===== src/rtl/alu_share_pkg.sv =====
// Shared constants and types for the ALU sharing arbiter.
// Holds operand widths, the arbiter FSM states and the in-flight tag record.
package alu_share_pkg;

    localparam int A_W      = 18;
    localparam int C_W      = 48;
    localparam int SEL_W    = 2;
    localparam int TAG_ID_W = 3;

    typedef enum logic {
        IDLE,
        LOCKED
    } state_e;

    typedef struct packed {
        logic                valid;
        logic [TAG_ID_W-1:0] id;
    } tag_t;

endpackage


===== src/rtl/rr_grant.sv =====
// Combinational round-robin picker: grants the first valid bit at or above ptr,
// wrapping around, and reports the one-hot grant plus its index.
module rr_grant #(
    parameter int N     = 4,
    parameter int IDX_W = 2
) (
    input  logic [N-1:0]     valid,
    input  logic [IDX_W-1:0] ptr,
    output logic [N-1:0]     grant,
    output logic [IDX_W-1:0] idx,
    output logic             any
);

    // Scan from the farthest slot down to the pointer so the nearest valid wins.
    always_comb begin
        grant = '0;
        idx   = '0;
        any   = 1'b0;
        for (int k = N - 1; k >= 0; k--) begin
            if (valid[(int'(ptr) + k) % N]) begin
                grant = N'(1) << ((int'(ptr) + k) % N);
                idx   = IDX_W'((int'(ptr) + k) % N);
                any   = 1'b1;
            end
        end
    end

endmodule


===== src/rtl/alu_share_arbiter.sv =====
// Round-robin arbiter sharing one pipelined ALU among N_REQ requesters, with
// lockable grants and a tag pipeline that routes each result back to its issuer.
module alu_share_arbiter
    import alu_share_pkg::*;
#(
    parameter int N_REQ   = 4,
    parameter int ALU_LAT = 2,
    parameter int ID_W    = 2
) (
    input  logic                   clk,
    input  logic                   rst_n,
    input  logic [N_REQ-1:0]       req_valid,
    input  logic [N_REQ-1:0]       req_lock,
    input  logic [A_W*N_REQ-1:0]   req_a,
    input  logic [A_W*N_REQ-1:0]   req_b,
    input  logic [A_W*N_REQ-1:0]   req_d,
    input  logic [C_W*N_REQ-1:0]   req_c,
    input  logic [N_REQ-1:0]       req_cin,
    input  logic [SEL_W*N_REQ-1:0] req_sel,
    output logic [N_REQ-1:0]       req_ready,
    output logic [A_W-1:0]         alu_a,
    output logic [A_W-1:0]         alu_b,
    output logic [A_W-1:0]         alu_d,
    output logic [C_W-1:0]         alu_c,
    output logic                   alu_cin,
    output logic [SEL_W-1:0]       alu_sel,
    input  logic [C_W-1:0]         alu_p,
    output logic [N_REQ-1:0]       rsp_valid,
    output logic [ID_W-1:0]        rsp_id,
    output logic [C_W-1:0]         rsp_p
);

    localparam int PTR_W = $clog2(N_REQ);

    state_e             state_q, state_d;
    logic [PTR_W-1:0]   ptr_q, ptr_d;
    logic [PTR_W-1:0]   owner_q, owner_d;
    logic [A_W-1:0]     alu_a_q, alu_a_d;
    logic [A_W-1:0]     alu_b_q, alu_b_d;
    logic [A_W-1:0]     alu_d_q, alu_d_d;
    logic [C_W-1:0]     alu_c_q, alu_c_d;
    logic               alu_cin_q, alu_cin_d;
    logic [SEL_W-1:0]   alu_sel_q, alu_sel_d;
    tag_t               tag_q [ALU_LAT+1];
    tag_t               tag_d [ALU_LAT+1];

    logic [N_REQ-1:0]   rr_gnt;
    logic [PTR_W-1:0]   rr_idx;
    logic               rr_any;
    logic [PTR_W-1:0]   win_idx;
    logic               accept;
    tag_t               last_tag;

    rr_grant #(
        .N     (N_REQ),
        .IDX_W (PTR_W)
    ) u_rr_grant (
        .valid (req_valid),
        .ptr   (ptr_q),
        .grant (rr_gnt),
        .idx   (rr_idx),
        .any   (rr_any)
    );

    // Grant selection and lock tracking; a locked owner blocks everyone else.
    always_comb begin
        state_d   = state_q;
        ptr_d     = ptr_q;
        owner_d   = owner_q;
        req_ready = '0;
        win_idx   = rr_idx;
        accept    = 1'b0;
        case (state_q)
            IDLE: begin
                req_ready = rr_gnt;
                accept    = rr_any;
                if (rr_any) begin
                    ptr_d = (int'(rr_idx) == N_REQ - 1) ? '0 : rr_idx + 1'b1;
                    if (req_lock[rr_idx]) begin
                        state_d = LOCKED;
                        owner_d = rr_idx;
                    end
                end
            end
            LOCKED: begin
                win_idx = owner_q;
                if (req_valid[owner_q]) begin
                    req_ready = N_REQ'(1) << owner_q;
                    accept    = 1'b1;
                    if (!req_lock[owner_q]) begin
                        state_d = IDLE;
                    end
                end
            end
            default: state_d = IDLE;
        endcase
    end

    // Operand capture holds on idle cycles; the first tag stage parallels it.
    always_comb begin
        alu_a_d   = alu_a_q;
        alu_b_d   = alu_b_q;
        alu_d_d   = alu_d_q;
        alu_c_d   = alu_c_q;
        alu_cin_d = alu_cin_q;
        alu_sel_d = alu_sel_q;
        if (accept) begin
            alu_a_d   = req_a[A_W*int'(win_idx) +: A_W];
            alu_b_d   = req_b[A_W*int'(win_idx) +: A_W];
            alu_d_d   = req_d[A_W*int'(win_idx) +: A_W];
            alu_c_d   = req_c[C_W*int'(win_idx) +: C_W];
            alu_cin_d = req_cin[win_idx];
            alu_sel_d = req_sel[SEL_W*int'(win_idx) +: SEL_W];
        end
        tag_d[0] = {accept, TAG_ID_W'(win_idx)};
        for (int i = 1; i <= ALU_LAT; i++) begin
            tag_d[i] = tag_q[i-1];
        end
    end

    always_ff @(posedge clk or negedge rst_n) begin
        if (!rst_n) begin
            state_q   <= IDLE;
            ptr_q     <= '0;
            owner_q   <= '0;
            alu_a_q   <= '0;
            alu_b_q   <= '0;
            alu_d_q   <= '0;
            alu_c_q   <= '0;
            alu_cin_q <= 1'b0;
            alu_sel_q <= '0;
            for (int i = 0; i <= ALU_LAT; i++) begin
                tag_q[i] <= '0;
            end
        end else begin
            state_q   <= state_d;
            ptr_q     <= ptr_d;
            owner_q   <= owner_d;
            alu_a_q   <= alu_a_d;
            alu_b_q   <= alu_b_d;
            alu_d_q   <= alu_d_d;
            alu_c_q   <= alu_c_d;
            alu_cin_q <= alu_cin_d;
            alu_sel_q <= alu_sel_d;
            for (int i = 0; i <= ALU_LAT; i++) begin
                tag_q[i] <= tag_d[i];
            end
        end
    end

    assign last_tag = tag_q[ALU_LAT];

    always_comb begin
        rsp_valid = '0;
        rsp_id    = '0;
        if (last_tag.valid) begin
            rsp_valid = N_REQ'(1) << last_tag.id;
            rsp_id    = ID_W'(last_tag.id);
        end
    end

    assign rsp_p   = alu_p;
    assign alu_a   = alu_a_q;
    assign alu_b   = alu_b_q;
    assign alu_d   = alu_d_q;
    assign alu_c   = alu_c_q;
    assign alu_cin = alu_cin_q;
    assign alu_sel = alu_sel_q;

endmodule

===== config.mk =====
export PLATFORM = sky130hd
export DESIGN_NAME = alu_share_arbiter
export DESIGN_NICKNAME = d
export VERILOG_FILES = /design/src/rtl/alu_share_pkg.sv /design/src/rtl/rr_grant.sv /design/src/rtl/alu_share_arbiter.sv
export SDC_FILE = /design/constraint.sdc
export NUM_CORES = 1
export LEC_CHECK = 0
export CAP_MARGIN = 10
export CORE_AREA = 2 2 252 254
export DETAILED_ROUTE_END_ITERATION = 8
export DIE_AREA = 0 0 254 256
export PLACE_DENSITY = 0.46
export SYNTH_ARGS = -nofsm -noshare
export SYNTH_HDL_FRONTEND = slang
export SYNTH_SLANG_ARGS = --single-unit

===== constraint.sdc =====
create_clock -name clk -period 3.73 [get_ports clk]
set_clock_uncertainty 0.1 [all_clocks]
set_input_delay 0.9325 -clock clk [delete_from_list [all_inputs] [get_ports clk]]
set_output_delay 0.9325 -clock clk [all_outputs]
set_load 0.02 [all_outputs]

=== Word level (Yosys, flattened, before mapping) ===
Index checks and enable logic that the tools add are counted.

* Register bits: 119
* Input bits: 478
* Output and inout bits: 163

* Add/sub/neg operators: 4
* Multipliers: 2
* $lt $le $gt $ge: 7
* Equality and inequality tests: 1
* Shift-type cells: 11
* Multiplexer cells: 44
* Bitwise logic cells: 4
* Reduce and logical (&&, ||, !) cells: 5

{| class="wikitable"
|+ Operators by type and width
! cell !! number
|-
| $shiftx A192 B9 Y48 || 1
|-
| $shiftx A72 B32 Y18 || 2
|-
| $shl A1 B32 Y4 const A || 3
|-
| $shiftx A72 B8 Y18 || 1
|-
| $mux W4 || 6
|-
| $mux W1 || 20
|-
| $bmux W1 S2 || 8
|-
| $mux W2 || 7
|-
| $lt A2 B3 Y1 const B || 4
|-
| $lt A3 B4 Y1 const B || 3
|-
| $shl A1 B2 Y4 const A || 3
|-
| $pmux W4 S2 || 1
|-
| $shiftx A8 B4 Y2 || 1
|-
| $mul A4 B2 Y6 const A || 1
|-
| $reduce_or A2 Y1 || 3
|-
| $add A2 B1 Y2 const B || 2
|-
| $add A2 B2 Y2 const B || 2
|-
| $mul A2 B2 Y4 const A || 1
|-
| $pmux W1 S2 || 2
|-
| $and A1 B1 Y1 const A || 3
|-
| $reduce_and A3 Y1 || 1
|-
| $eq A2 B1 Y1 const B || 1
|-
| $reduce_and A2 Y1 || 1
|-
| $not A1 Y1 || 1
|}

=== Logic depth before layout (Yosys ltp) ===
* Depth after elaboration: 15
* Mapped depth: 13
* Depth with buffers taken out: 10

=== Cells and area by module ===
A second synthesis with hierarchy kept.

* Cells, all modules: 992
* Area, all modules: 8698.3 um^2

{| class="wikitable"
|+ By module, submodules not included
! module !! instances !! cells an instance !! area an instance (um^2) !! sequential area each (um^2)
|-
| alu_share_arbiter || 1 || 931 || 8189.1 || 2977.9
|-
| rr_grant || 1 || 61 || 509.2 || 0.0
|}

=== Worst setup path after synthesis ===
Ideal clock, no wire load.

* Path type: register to output
* From: register ptr_q[0]
* To: output req_ready[1]
* Data arrival time: 2.665 ns
* Data required time: 2.697 ns
* Path slack: 0.033 ns
* Stages on the path, launching flop included: 9
* Cell sequence: dfrtp_1 > buf_2 > inv_1 > ha_1 > mux4_2 > buf_2 > o21ai_0 > mux2i_1 > o21ai_0

* Longest elaborated chain between the ends: 9

{| class="wikitable"
|+ RTL lines
! element !! RTL line !! text
|-
| from (decl) || alu_share_arbiter.sv:36 || <nowiki>logic [PTR_W-1:0] ptr_q, ptr_d;</nowiki>
|-
| from (signal assigned) || alu_share_arbiter.sv:137 || <nowiki>ptr_q <= ptr_d;</nowiki>
|-
| $add A2 B2 Y2 || rr_grant.sv:20, rr_grant.sv:21 ||
|-
| $bmux W1 S2 / $reduce_or A2 Y1 (equally long branches) || n/a ||
|-
| $mux W1 (implied by the code) / $and A1 B1 Y1 (equally long branches) || n/a ||
|-
| $mux W1 (implied by the code) / $shl A1 B32 Y4 (equally long branches) || rr_grant.sv:20, rr_grant.sv:21 ||
|-
| $mux W4 (3 in a row) || rr_grant.sv:20 || <nowiki>if (valid[(int'(ptr) + k) % N]) begin</nowiki>
|-
| $mux W4 (*) || rr_grant.sv:20 ||
|-
| $pmux W4 S2 (*) || alu_share_arbiter.sv:73 || <nowiki>case (state_q)</nowiki>
|-
| to (decl) || alu_share_arbiter.sv:20 || <nowiki>output logic [N_REQ-1:0] req_ready,</nowiki>
|}

Every way passes the cells marked *; elsewhere a longest branch is shown, timed or not. The select of a mux whose other input is x is not followed.

=== Worst setup path in the final report ===
* From: input req_valid[0]
* To: output req_ready[2]

* Longest elaborated chain between the ends: 8

{| class="wikitable"
|+ RTL lines
! element !! RTL line !! text
|-
| from (decl) || alu_share_arbiter.sv:12 || <nowiki>input logic [N_REQ-1:0] req_valid,</nowiki>
|-
| $bmux W1 S2 || rr_grant.sv:20 ||
|-
| $mux W1 (implied by the code) (2 in a row) || rr_grant.sv:20 ||
|-
| $mux W4 (4 in a row) || rr_grant.sv:20 ||
|-
| $pmux W4 S2 (*) || alu_share_arbiter.sv:73 ||
|}

Marked as above.

==> flow_summary_export.csv <==
group,metric,value,unit
placed_design,numPortBuffers,544,
setup_path,reg2reg_depth,13,
clock_tree,cts.sinks,119,
timing,slew_headroom,71.1,%
min_path,hold_depth,0,
timing,final-hold-violation-count,0,
cells_and_area,nets,1912,
timing,worst_slack,56.2,ps
clock_tree,cts_max_level,4,
clock_tree,cts_inserted_buffers,17,
outcome,status,"completed",
timing,clock.fmax,272,MHz
grt,grt_first_pass_wirelength,60100,um
yosys,yosysWarnings,0,
yosys,ys_seq_area_share,34.5,%
setup_path,endpoint_kind,"output port",
power,powerDensity,984,nW/um^2
yosys,synth_area_leaders,"dfrtp_1 (35%), mux2i_1 (25%), nor3_1 (12%)",
detailed_routing,vias,9063,
grt,grt_pass1_vias,9623,
detailed_routing,drt-initial-drc-count,303,
timing,min_period_over_period,98.5,%
yosys,synth_edf_count,0,
detailed_routing,wl_met1,16400,um
setup_path,worstPathRequired,2700,ps
detailed_routing,drc,0,
power,p_leak,7.18,nW
placed_design,hpwl,32900,um
setup_path,critPathTopFamily,"multiplexers",
yosys,synth.distinct_cells,44,
timing,fin_crit,3670,ps
placed_design,dp_slack,-608,ps
setup_path,setup.worst_path.start_class,"input pin",
detailed_routing,top_layer,"met4",
clock_tree,cts-root-buf,"clkbuf_16",
die,core,62400,um^2
power,ir_drop,0.513,mV
grt,grt.total_usage,12.4,%
placed_design,place_congestion,0.853,
job,maxCapViolCount,0,
detailed_routing,drt-total-wl,40500,um
die,fp.dieH,256,um
detailed_routing,first_pass_iters,4,
cells_and_area,drive_gt1_share,12.2,%
die,initial_core_util,13.8,%
setup_path,critPathArrivalTime,2640,ps
setup_path,crit_cells,9,
detailed_routing,vias_per_cell,3.97,
min_path,hold_class,"register to register",
die,rows,92,
setup_path,crit_type,"input pin to output port",
cells_and_area,layout_commonest_cell,"clkdlybuf4s50_1",
cells_and_area,layout_common_cells,"clkdlybuf4s50_1 (535), mux2i_1 (217), nor3_1 (208)",
yosys,syn_area,8620,um^2
yosys,synth-seq-cells,119,
yosys,syn_inst,877,
clock_tree,clock_latency,470,ps
yosys,syn_nets,1363,
cells_and_area,layout-area-overhead-vs-synth,86.4,%
yosys,syn_area_per_cell,9.83,um^2
grt,grt_overflow,0,
yosys,ys_async_sr_fraction,100,%
yosys,synth_flop_cell,"dfrtp_1",
setup_path,worstPathCellList,"dlygate4sd2_1 -> buf_4 -> mux4_2 -> nor2b_4 -> a22oi_2 -> o21ai_1 -> mux2i_1 -> o22ai_1 -> buf_4",
clock_tree,clock_path_buffers,2,
die,dieArea,65000,um^2
setup_path,crit_buf_inv,3,
timing,slew_viol_final,0,
die,io_pins,641,
clock_tree,cts_tree,"yes",
grt,antenna_found_initial,0,
timing,tightest_slew,429,ps
cells_and_area,diodes,0,
timing,finalSetupViolations,0,
yosys,synth_top_cell_by_area,"dfrtp_1",
cells_and_area,final_util,25.8,%
die,die_w,254,um
setup_path,slowest_stage,"mux4_2",
detailed_routing,met3WireLength,2300,um
grt,grt_max_degree,60,
setup_path,crit_fanout,5,
detailed_routing,drtAntennaViolNets,0,
power,power,0.0158,W
clock_tree,ctsHoldBuffers,0,
setup_path,cp_common_cell,"buf_4",
clock_tree,clk_pin_slew_worst_paths,60,ps
setup_path,max_stage_delay,480,ps
detailed_routing,wire_per_inst,17.7,um
detailed_routing,wl_met2,21100,um
yosys,synth_top_area_share,34.5,%
## metrics by stage
step	setup TNS (ps)	area (um^2)	hold slack (ps)	instances
after floorplan	0	8620	231	877
after global placement	-37830	15500	232	2251
after detailed placement	-40350	15500	236	2251
after CTS	0	16000	250	2285
after global routing	-11.6	16100	260	2285
final	0	16100	247	2285
## final timing paths
check / to / slack [ps] / startpoint
max in group asynchronous: tag_d[5] / 2490 / rst_n
setup / recovery: req_ready[2] / 60 / req_valid[0]
hold reg to reg: tag_d[0] / 250 / tag_d[4]
min in group asynchronous: alu_c[28] / 270 / rst_n
setup reg to reg: alu_c[17] / 420 / ptr_q[0]
hold / removal: tag_d[0] / 250 / tag_d[4]
## cells in the mapped netlist, types with 2 or more instances
cell type / number
a21oi_1: 3
buf_1: 6
mux2_2: 2
o21ai_0: 10
inv_2: 3
a31oi_1: 2
mux2i_1: 217
inv_1: 4
nor3b_1: 2
a211o_1: 104
a211oi_1: 3
mux4_2: 5
o22ai_1: 5
clkbuf_1: 24
buf_2: 50
buf_4: 52
or2_2: 2
ha_1: 8
dfrtp_1: 119
and2_1: 5
a22oi_1: 4
nor3_1: 208
nand2b_1: 2
nor2b_1: 5
and3_1: 2
nand2_1: 12
## state kept, by name, indices dropped and copies added (netlist names)
name	count
alu_cin	1
alu_sel	2
alu_b	18
owner_q	2
alu_d	18
alu_c	48
tag_d	6
last_tag	3
state_q	1
ptr_q	2
alu_a	18
## per-layer routing
metal / global-route usage (%) / up-vias
li1: - / 4385
met1: 14.3 / 4327
met2: 22.2 / 299
met3: 3.03 / 52
met4: 4.07 / 0
met5: 0 / -
## power by group
group          switching (W)  internal [W]  total [W]
clock               0.000678       0.00101    0.00169
combinational        0.00592       0.00577     0.0117
sequential          0.000402       0.00204    0.00244
## logic make-up (layout without fill, tap and decap cells)
family / after synthesis / count (layout) / share of synthesized area, %
AND/OR/NAND/NOR: 244 / 244 / 14.5
buffers and inverters: 142 / 704 / 9.27
XOR/XNOR: 1 / 1 / 0.102
adder cells (fa/ha/maj): 8 / 8 / 1.16
multiplexers: 227 / 227 / 27.3
AO/OA/AOI/OAI: 136 / 136 / 13.1
flip-flops: 119 / 119 / 34.5
## what timing repair did
action                     CTS  global route
gates cloned                 0             0
resized for setup           35             4
buffers inserted             2             0
setup endpoints to repair    4             4
pin swaps                    2             2
## layout make-up
type | count | area [um^2]
clock buffer | 24 | 472
clock inverter | 8 | 97.6
fill | 6745 | 46300
inverter | 8 | 32.5
multi-input combinational | 616 | 4900
sequential | 119 | 2980
tap | 846 | 1060
timing repair buffer | 664 | 6530
(Power assumes the default switching activity.)
